[config.mk]
export PLATFORM = sky130hd
export DESIGN_NAME = trap_entry_ctrl
export DESIGN_NICKNAME = d
export VERILOG_FILES = /design/src/rtl/trap_entry_ctrl.sv
export SDC_FILE = /design/constraint.sdc
export NUM_CORES = 1
export LEC_CHECK = 0
export CORE_ASPECT_RATIO = 0.5
export CORE_MARGIN = 2
export CORE_UTILIZATION = 43
export DETAILED_ROUTE_END_ITERATION = 12
export PLACE_DENSITY = 0.87
export SETUP_SLACK_MARGIN = 0.5
export SYNTH_ARGS = -nofsm -noshare
export SYNTH_HDL_FRONTEND = slang
export SYNTH_SLANG_ARGS = --single-unit
[constraint.sdc]
create_clock -name clk -period 1.6 [get_ports clk]
set_input_delay 0.32 -clock clk [delete_from_list [all_inputs] [get_ports clk]]
set_output_delay 0.32 -clock clk [all_outputs]
set_load 0.02 [all_outputs]
[src/rtl/trap_entry_ctrl.sv]
`default_nettype none
// ============================================================================
// Module   : trap_entry_ctrl
// Purpose  : Sequences SPARC trap entry. It takes the trap type from the tt
//            encoder and then:
//              - updates PSR (ET=0, S=1, PS=old S, CWP=CWP-1 mod NWINDOWS)
//              - writes TBR = {TBA, tt, 4'b0000}
//              - saves PC/nPC into %l1/%l2 of the new window
//              - redirects fetch to the trap vector
//            A trap taken while ET=0 puts the block into a sticky error mode
//            that only reset clears.
// Ports    : clk, rst_n           - clock, async active-low reset
//            trap_req, tt_in      - trap request (level) and trap type
//            tba_in               - TBR.TBA field
//            pc_in, npc_in        - PC/nPC of the trapping instruction
//            psr_et, psr_s, cwp_in- current PSR fields
//            psr_we, et_out, s_out, ps_out, cwp_out - PSR write port
//            tbr_we, tbr_out      - TBR write port
//            rf_we, rf_addr, rf_data - register-file write port
//            redirect, redirect_pc   - fetch redirect
//            busy, error_mode        - status
// Revision : 1.0 - initial release
// ============================================================================
module trap_entry_ctrl #(
  parameter int NWINDOWS = 8,
  parameter int PC_W     = 32
) (
  input  logic            clk,
  input  logic            rst_n,
  input  logic            trap_req,
  input  logic [7:0]      tt_in,
  input  logic [19:0]     tba_in,
  input  logic [PC_W-1:0] pc_in,
  input  logic [PC_W-1:0] npc_in,
  input  logic            psr_et,
  input  logic            psr_s,
  input  logic [4:0]      cwp_in,
  output logic            psr_we,
  output logic            et_out,
  output logic            s_out,
  output logic            ps_out,
  output logic [4:0]      cwp_out,
  output logic            tbr_we,
  output logic [31:0]     tbr_out,
  output logic            rf_we,
  output logic [4:0]      rf_addr,
  output logic [PC_W-1:0] rf_data,
  output logic            redirect,
  output logic [PC_W-1:0] redirect_pc,
  output logic            busy,
  output logic            error_mode
);

  localparam logic [4:0] c_CWP_LAST = 5'(NWINDOWS - 1);
  localparam logic [4:0] c_REG_L1   = 5'd17;
  localparam logic [4:0] c_REG_L2   = 5'd18;

  typedef enum logic [2:0] {
    ST_IDLE   = 3'd0,
    ST_WIN    = 3'd1,
    ST_SAVE1  = 3'd2,
    ST_SAVE2  = 3'd3,
    ST_VECTOR = 3'd4,
    ST_ERROR  = 3'd5
  } state_e;

  state_e state_q, state_d;

  // Trap context captured on acceptance
  logic [7:0]      tt_q,   tt_d;
  logic [PC_W-1:0] pc_q,   pc_d;
  logic [PC_W-1:0] npc_q,  npc_d;
  logic            ps_q,   ps_d;
  logic [4:0]      ncwp_q, ncwp_d;

  // Registered outputs
  logic            psr_we_q,      psr_we_d;
  logic            et_q,          et_d;
  logic            s_q,           s_d;
  logic            ps_out_q,      ps_out_d;
  logic [4:0]      cwp_out_q,     cwp_out_d;
  logic            tbr_we_q,      tbr_we_d;
  logic [31:0]     tbr_q,         tbr_d;
  logic            rf_we_q,       rf_we_d;
  logic [4:0]      rf_addr_q,     rf_addr_d;
  logic [PC_W-1:0] rf_data_q,     rf_data_d;
  logic            redirect_q,    redirect_d;
  logic [PC_W-1:0] redirect_pc_q, redirect_pc_d;
  logic            busy_q,        busy_d;
  logic            err_q,         err_d;

  always_comb begin
    state_d       = state_q;
    tt_d          = tt_q;
    pc_d          = pc_q;
    npc_d         = npc_q;
    ps_d          = ps_q;
    ncwp_d        = ncwp_q;
    psr_we_d      = 1'b0;
    tbr_we_d      = 1'b0;
    rf_we_d       = 1'b0;
    redirect_d    = 1'b0;
    et_d          = et_q;
    s_d           = s_q;
    ps_out_d      = ps_out_q;
    cwp_out_d     = cwp_out_q;
    tbr_d         = tbr_q;
    rf_addr_d     = rf_addr_q;
    rf_data_d     = rf_data_q;
    redirect_pc_d = redirect_pc_q;
    err_d         = err_q;
    // Outputs trail the state by one edge, so busy is derived from the
    // current state rather than the next one; it therefore drops one edge
    // after the redirect strobe.
    busy_d        = (state_q != ST_IDLE) && (state_q != ST_ERROR);

    case (state_q)
      ST_IDLE: begin
        if (trap_req) begin
          if (psr_et) begin
            state_d = ST_WIN;
            tt_d    = tt_in;
            pc_d    = pc_in;
            npc_d   = npc_in;
            ps_d    = psr_s;
            ncwp_d  = (cwp_in == 5'd0) ? c_CWP_LAST : (cwp_in - 5'd1);
          end else begin
            // Trap with traps disabled: no architectural writes at all
            state_d = ST_ERROR;
            err_d   = 1'b1;
          end
        end
      end
      ST_WIN: begin
        psr_we_d  = 1'b1;
        et_d      = 1'b0;
        s_d       = 1'b1;
        ps_out_d  = ps_q;
        cwp_out_d = ncwp_q;
        tbr_we_d  = 1'b1;
        // TBA is taken live here, not at acceptance
        tbr_d     = {tba_in, tt_q, 4'b0000};
        state_d   = ST_SAVE1;
      end
      ST_SAVE1: begin
        rf_we_d   = 1'b1;
        rf_addr_d = c_REG_L1;
        rf_data_d = pc_q;
        state_d   = ST_SAVE2;
      end
      ST_SAVE2: begin
        rf_we_d   = 1'b1;
        rf_addr_d = c_REG_L2;
        rf_data_d = npc_q;
        state_d   = ST_VECTOR;
      end
      ST_VECTOR: begin
        redirect_d    = 1'b1;
        redirect_pc_d = PC_W'(tbr_q);
        state_d       = ST_IDLE;
      end
      ST_ERROR: begin
        state_d = ST_ERROR;
      end
      default: begin
        state_d = ST_IDLE;
      end
    endcase
  end

  always_ff @(posedge clk or negedge rst_n) begin
    if (!rst_n) begin
      state_q       <= ST_IDLE;
      tt_q          <= '0;
      pc_q          <= '0;
      npc_q         <= '0;
      ps_q          <= 1'b0;
      ncwp_q        <= '0;
      psr_we_q      <= 1'b0;
      et_q          <= 1'b0;
      s_q           <= 1'b0;
      ps_out_q      <= 1'b0;
      cwp_out_q     <= '0;
      tbr_we_q      <= 1'b0;
      tbr_q         <= '0;
      rf_we_q       <= 1'b0;
      rf_addr_q     <= '0;
      rf_data_q     <= '0;
      redirect_q    <= 1'b0;
      redirect_pc_q <= '0;
      busy_q        <= 1'b0;
      err_q         <= 1'b0;
    end else begin
      state_q       <= state_d;
      tt_q          <= tt_d;
      pc_q          <= pc_d;
      npc_q         <= npc_d;
      ps_q          <= ps_d;
      ncwp_q        <= ncwp_d;
      psr_we_q      <= psr_we_d;
      et_q          <= et_d;
      s_q           <= s_d;
      ps_out_q      <= ps_out_d;
      cwp_out_q     <= cwp_out_d;
      tbr_we_q      <= tbr_we_d;
      tbr_q         <= tbr_d;
      rf_we_q       <= rf_we_d;
      rf_addr_q     <= rf_addr_d;
      rf_data_q     <= rf_data_d;
      redirect_q    <= redirect_d;
      redirect_pc_q <= redirect_pc_d;
      busy_q        <= busy_d;
      err_q         <= err_d;
    end
  end

  assign psr_we      = psr_we_q;
  assign et_out      = et_q;
  assign s_out       = s_q;
  assign ps_out      = ps_out_q;
  assign cwp_out     = cwp_out_q;
  assign tbr_we      = tbr_we_q;
  assign tbr_out     = tbr_q;
  assign rf_we       = rf_we_q;
  assign rf_addr     = rf_addr_q;
  assign rf_data     = rf_data_q;
  assign redirect    = redirect_q;
  assign redirect_pc = redirect_pc_q;
  assign busy        = busy_q;
  assign error_mode  = err_q;

endmodule
`default_nettype wire

==> results of run 1 <==
per-layer routing:
| metal | track usage | share of wire | vias up |
|---|---|---|---|
| met1 | 0.232 | 0.42 | 2870 |
| met4 | 0.0664 | 0.031 | 0 |
| met3 | 0.0324 | 0.044 | 43 |
| met2 | 0.354 | 0.51 | 187 |
| met5 | 0 | 0 | - |
| li1 | - | - | 2397 |
worst max-delay path, stage by stage (launching register included):
cell       delay [ns]
dfrtp_2          0.44
nor4b_4          0.30
buf_6            0.18
nand2_8          0.10
clkbuf_16        0.22
mux2_4           0.31
what timing repair did:
| action | CTS | global route |
|---|---|---|
| cloned | 1 | 23 |
| hold buffers | 1 | 0 |
| pin swaps | 7 | 29 |
| gates resized for setup | 680 | 122 |
| buffers inserted | 40 | 64 |
| hold endpoints to repair | 31 | 0 |
| endpoints found under the setup margin | 286 | 288 |
through the flow:
step                      total power, uW  hold WS, ns
after CTS                            9620        0.360
after global placement               5360        0.240
final                                9610        0.367
after global routing                 9970        0.386
after detailed placement             5390        0.242
after floorplan                      5000       0.0244
cell families (layout without fill, tap and decap cells):
group / count (synthesis) / in the layout / share of synthesized area
buf+inv: 48 / 390 / 0.0372
mux: 170 / 170 / 0.264
other cells: 1 / 11 / 0.000512
flops: 184 / 184 / 0.628
fa+ha+maj: 1 / 1 / 0.00171
simple gates: 52 / 53 / 0.0340
compound gates: 41 / 41 / 0.0302
xor+xnor: 3 / 3 / 0.00359
power groups by stage:
stage	Sequential, uW	Clock (uW)	Combinational, uW
after floorplan	4850	0	151
after global placement	4850	0	513
after detailed placement	4860	0	530
after CTS	4770	4310	543
after global routing	4780	4580	609
final	4780	4270	561
final timing paths:
kind                                     to  slack, ns
worst max-delay path               pc_q[11]      -0.06
worst min register to register    ncwp_q[3]       0.50
worst max register to register     pc_q[11]      -0.06
worst min-delay path            rf_data[16]       0.37
min in group clk                  ncwp_q[3]       0.50
max in group asynchronous           pc_q[9]       0.60
flip-flops by register name, summed over array words and instances, names as in the netlist:
signal,cells
ps_q,1
cwp_out,5
tbr_out,28
s_out,1
busy,1
redirect_pc,28
rf_we,1
tbr_we,1
rf_addr,3
state_q,3
ncwp_q,5
redirect,1
tt_q,8
ps_out,1
npc_q,32
rf_data,32
pc_q,32
error_mode,1
cell type report:
class	instances	area, um2
Clock buffer	20	457
Clock inverter	11	136
Timing Repair Buffer	353	3910
Multi-Input combinational cell	279	3080
Fill cell	868	4000
Inverter	6	35.0
Tap cell	227	284
Sequential cell	184	4610
cells in the final DEF (no fill, tap or decap), types with 2 or more instances in the layout:
cell / count
mux2i_2: 5
o21ai_1: 18
nand2b_4: 2
buf_6: 120
clkbuf_8: 2
nand2_4: 13
o21ai_2: 15
a21o_1: 2
buf_16: 3
conb_1: 11
nor2_1: 3
nor3b_4: 2
mux2_4: 87
buf_8: 3
dfrtp_1: 180
buf_12: 20
dfrtp_2: 4
buf_4: 93
clkbuf_16: 30
mux2i_1: 28
inv_1: 4
mux2_2: 50
nor4b_4: 2
bufinv_16: 2
nand2_2: 17
clkdlybuf4s50_1: 100
clkinv_4: 2
or2_4: 2
inv_6: 4
nand2_1: 8
==> flow_summary_export.csv, run 1 <==
group,metric,value,unit
floorplan,row_count,33,
cts,cts_tree,"yes",
outcome,outcome,"finished with violations",
cts,clk_pin_slew,0.08,ns
place,dp_hpwl,11000,um
logic_synthesis,synth_top_area_frac,0.628,
worst_setup_path,worst_setup_path_start_kind,"flip-flop",
logic_synthesis,synth_area_leaders,"dfrtp_1 (63%), mux2_2 (18%), mux2i_1 (4.5%)",
logic_synthesis,synth_edf_count,0,
cells_and_area,antenna_cells,0,
worst_setup_path,worst-setup-path-type,"flip-flop to flip-flop",
grt,antenna_found_initial,0,
sta,setup_viol,55,
floorplan,initial_core_util,0.444,
cts,clk_latency,0.42,ns
floorplan,die_y,96.3,um
logic_synthesis,syn_area,7330,um2
place,finalWeightedCongestion,0.761,
route,drc,0,
sta,min_period,1.66,ns
worst_setup_path,worstSetupEndpointType,"flip-flop",
logic_synthesis,synth.avg_cell_area,14.7,um2
cts,htreeDepth,4,
sta,fin_ws,-0.0642,ns
grt,grt_overflow,0,
logic_synthesis,ys.flop_type,"dfrtp_1",
grt,grt_max_degree,55,
place,dp.cells,920,
cts,cts_buffers,17,
cells_and_area,drive_gt1_frac,0.576,
cts,cts_num_sinks,184,
floorplan,core-area,16500,um2
grt,first_global_vias,5146,
pwr,power_frac_clock,0.444,
route,dr.pass1.iters,4,
logic_synthesis,yosysMostFrequentCell,"dfrtp_1",
pwr,peakVddDrop,0.000779,V
pwr,switching_share,0.221,
sta,max_freq,0.601,GHz
worst_setup_path,rr_worst_depth,5,
cts,cts_root_buf,"clkbuf_16",
worst_setup_path,worst_ep_arrival_time,1.97,ns
sta,drv_slew,0,
logic_synthesis,yosysWarnings,0,
route,antenna_left,0,
grt,grt_pass1_wl,26900,um
job,max_cap_violations,0,
floorplan,ioPinCount,217,
pwr,leakage,0.00640,uW
floorplan,die_w,189,um
pwr,share_seq_of_total_power,0.497,
pwr,p_comb_frac,0.058,
worst_hold_path,hp-class,"primary input to async pin",
route,vias,5497,
place,io_buffers,205,
cells_and_area,layout.cells.non_filler,1080,
worst_setup_path,cp.required,1.90,ns
route,drtIter0Drc,249,
cts,cts_buffer_depth,2,
sta,skew,0.00995,ns
logic_synthesis,synthTopCellsByCount,"dfrtp_1 (184), mux2_2 (120), nand2_1 (37)",
cells_and_area,fin_area,12500,um2
pwr,power.density,767,nW/um2
outcome,violations,"setup timing",
sta,fin_crit_sh,1.04,
place,place_area,9890,um2
route,wl_per_cell,22.0,um
logic_synthesis,yosysTopAreaCell,"dfrtp_1",
logic_synthesis,ys_seq_elements,184,
logic_synthesis,netlist_instances,500,
sta,hold_viol_final,0,
route,wirelength,23800,um
grt,track_usage,0.192,
logic_synthesis,yosysSeqAreaShare,0.628,
pwr,internal-power,7480,uW
cells_and_area,finish.utilization,0.758,
cells_and_area,num-nets-final,944,
logic_synthesis,async_reset_ff_frac,1.00,
worst_setup_path,cp-startpoint,"state_q[0]",
sta,tns,-1.52,ns
logic_synthesis,ys_types,33,
cells_and_area,syn2layout_area_growth,70.9,%
route,vias_per_cell,5.09,
sta,rsz0062_at_grt,"yes",
worst_setup_path,cp_max_fo,8,
worst_setup_path,r2r-start,"state_q[0]",
place,place_ws,-0.413,ns
floorplan,die-area,18200,um2
pwr,power.net_switching,2130,uW
No activity file was read; power rests on OpenSTA's default activity.
==> run 2: changes to the inputs <==
Clock period 1.6 ns to 1.35 ns, I/O delays scaled along.
==> run 2 against run 1 <==
Effect of this change:
- the flow still finishes with violations (setup timing)
- first-iteration DRC count grew 21%
- setup slack lost 0.29 ns
- combinational power grew 25%
- highest routed layer unchanged
==> flow_summary_export.csv, run 2 (same netlist as run 1, synthesis figures left out) <==
group,metric,value,unit
cts,clk_latency,0.43,ns
cts,cts_tree,"yes",
cts,clk_pin_slew,0.08,ns
cts,cts_buffers,17,
route,wl_per_cell,22.9,um
sta,rsz0062_at_grt,"yes",
worst_setup_path,path_cells,"nor4b_4 > nand2_4 > buf_12 > clkbuf_16 > mux2_4",
floorplan,die_y,96.3,um
worst_setup_path,worst_setup_path_start_kind,"flip-flop",
pwr,leakage,0.00647,uW
worst_setup_path,crit_family,"simple AND/OR/NAND/NOR gates",
floorplan,ioPinCount,217,
floorplan,core-area,16500,um2
worst_hold_path,hp-class,"primary input to async pin",
cells_and_area,antenna_cells,0,
floorplan,row_count,33,
place,finalWeightedCongestion,0.806,
cells_and_area,num-nets-final,950,
outcome,violations,"setup timing",
place,dp_hpwl,11500,um
job,max_cap_violations,0,
sta,hold_viol_final,0,
place,place_area,10000,um2
grt,first_global_vias,5366,
sta,drv_slew,0,
worst_setup_path,worst-setup-path-type,"flip-flop to flip-flop",
pwr,switching_share,0.225,
sta,skew,0.0188,ns
route,wirelength,24900,um
floorplan,die-area,18200,um2
sta,fin_ws,-0.354,ns
route,dr.pass1.iters,4,
pwr,p_comb_frac,0.058,
worst_setup_path,crit_buf_inv,2,
grt,antenna_found_initial,0,
grt,grt_overflow,0,
floorplan,initial_core_util,0.444,
worst_setup_path,cp.required,1.66,ns
pwr,power.density,953,nW/um2
route,drc,0,
grt,grt_pass1_wl,28200,um
worst_setup_path,worst_ep_arrival_time,2.02,ns
pwr,power.net_switching,2720,uW
cts,htreeDepth,4,
cells_and_area,drive_gt1_frac,0.571,
route,drtIter0Drc,302,
worst_setup_path,cp_max_fo,6,
grt,track_usage,0.205,
sta,fin_crit_sh,1.26,
cells_and_area,fin_area,12700,um2
worst_setup_path,cp_slowest_cell,"dfrtp_2",
pwr,power,12100,uW
place,io_buffers,205,
cts,cts_num_sinks,184,
pwr,peakVddDrop,0.000914,V
cts,cts_buffer_depth,2,
cts,cts_root_buf,"clkbuf_16",
route,vias_per_cell,5.18,
sta,min_period,1.70,ns
cells_and_area,finish.utilization,0.770,
cells_and_area,final_common_cell,"dfrtp_1",
grt,grt_max_degree,55,
pwr,power_frac_clock,0.474,
cells_and_area,layout_common_cells,"dfrtp_1 (181), buf_6 (118), clkdlybuf4s50_1 (99), buf_4 (93), mux2_4 (80)",
route,vias,5627,
pwr,internal-power,9400,uW
sta,max_freq,0.587,GHz
worst_setup_path,worstSetupEndpointType,"flip-flop",
sta,setup_viol,169,
pwr,share_seq_of_total_power,0.468,
outcome,outcome,"finished with violations",
floorplan,die_w,189,um
worst_setup_path,cp_slowest_stage_delay,0.45,ns
route,antenna_left,0,
cells_and_area,syn2layout_area_growth,73.6,%
-- run 2: cell count changes in the layout (fill, tap and decap cells not counted), sizes merged, moves of 2 or more --
cell,previous run,this run
clkinv,4,2
bufinv,2,5
buf,239,244
inv,10,13
clkbuf,33,31
-- run 2: power by group through the flow --
stage	registers, uW	clock network [uW]	logic (uW)
5_1_grt	5670	6090	753
2_1_floorplan	5740	0	179
3_5_place_dp	5760	0	638
6_report	5670	5750	702
3_3_place_gp	5750	0	624
4_1_cts	5650	5760	648
-- run 2: worst reg2reg max path, stage by stage (launching register included) --
cell and delay (ns):
dfrtp_2 0.45, nor4b_4 0.37, nand2_4 0.13, buf_12 0.17
clkbuf_16 0.16, mux2_4 0.30
-- run 2: worst paths after layout --
kind | startpoint | endpoint | slack (ns) | cells past startpoint
hold reg to reg | error_mode | error_mode | 0.49 | 1
setup reg to reg | state_q[0] | pc_q[10] | -0.35 | 5
hold / removal | rst_n | pc_q[22] | 0.29 | 2
setup / recovery | state_q[0] | pc_q[10] | -0.35 | 5
max in group asynchronous | rst_n | redirect_pc[17] | 0.56 | 3
min in group clk | cwp_in[0] | ncwp_q[1] | 0.42 | 4
-- run 2: per-layer routing --
layer | up-vias | routed length (um) | GRT usage
met1 | 2878 | 9870 | 0.237
met3 | 85 | 1200 | 0.0445
met5 | - | 0 | 0
li1 | 2417 | - | -
met2 | 247 | 12900 | 0.374
met4 | 0 | 1010 | 0.0911
-- run 2: layout make-up --
cell class              count  area [um2]
repair buffers            359        4100
well taps                 227         284
inverters                   6        30.0
fillers                   799        3800
flip-flops and latches    184        4610
clock inverters            15         254
clock buffers              17         425
multi-input cells         279        3020
-- run 2: stage by stage --
step                setup TNS, ns  worst slack (ns)  instances  hold WS, ns
global route               -45.37            -0.382       1087        0.292
floorplan                  -16.56            -0.261        510      -0.0256
CTS                        -32.95            -0.293       1014        0.243
detailed placement         -64.89            -0.599        934        0.135
finish                     -38.90            -0.354       1087        0.288
global placement           -59.33            -0.545        934        0.133
-- run 2: repair_timing --
action | CTS | global route
pin swaps | 6 | 27
hold buffers | 1 | 0
hold endpoints to repair | 68 | 0
resized for setup | 682 | 116
gates cloned | 6 | 19
setup buffers | 41 | 54
setup endpoints to repair | 288 | 390
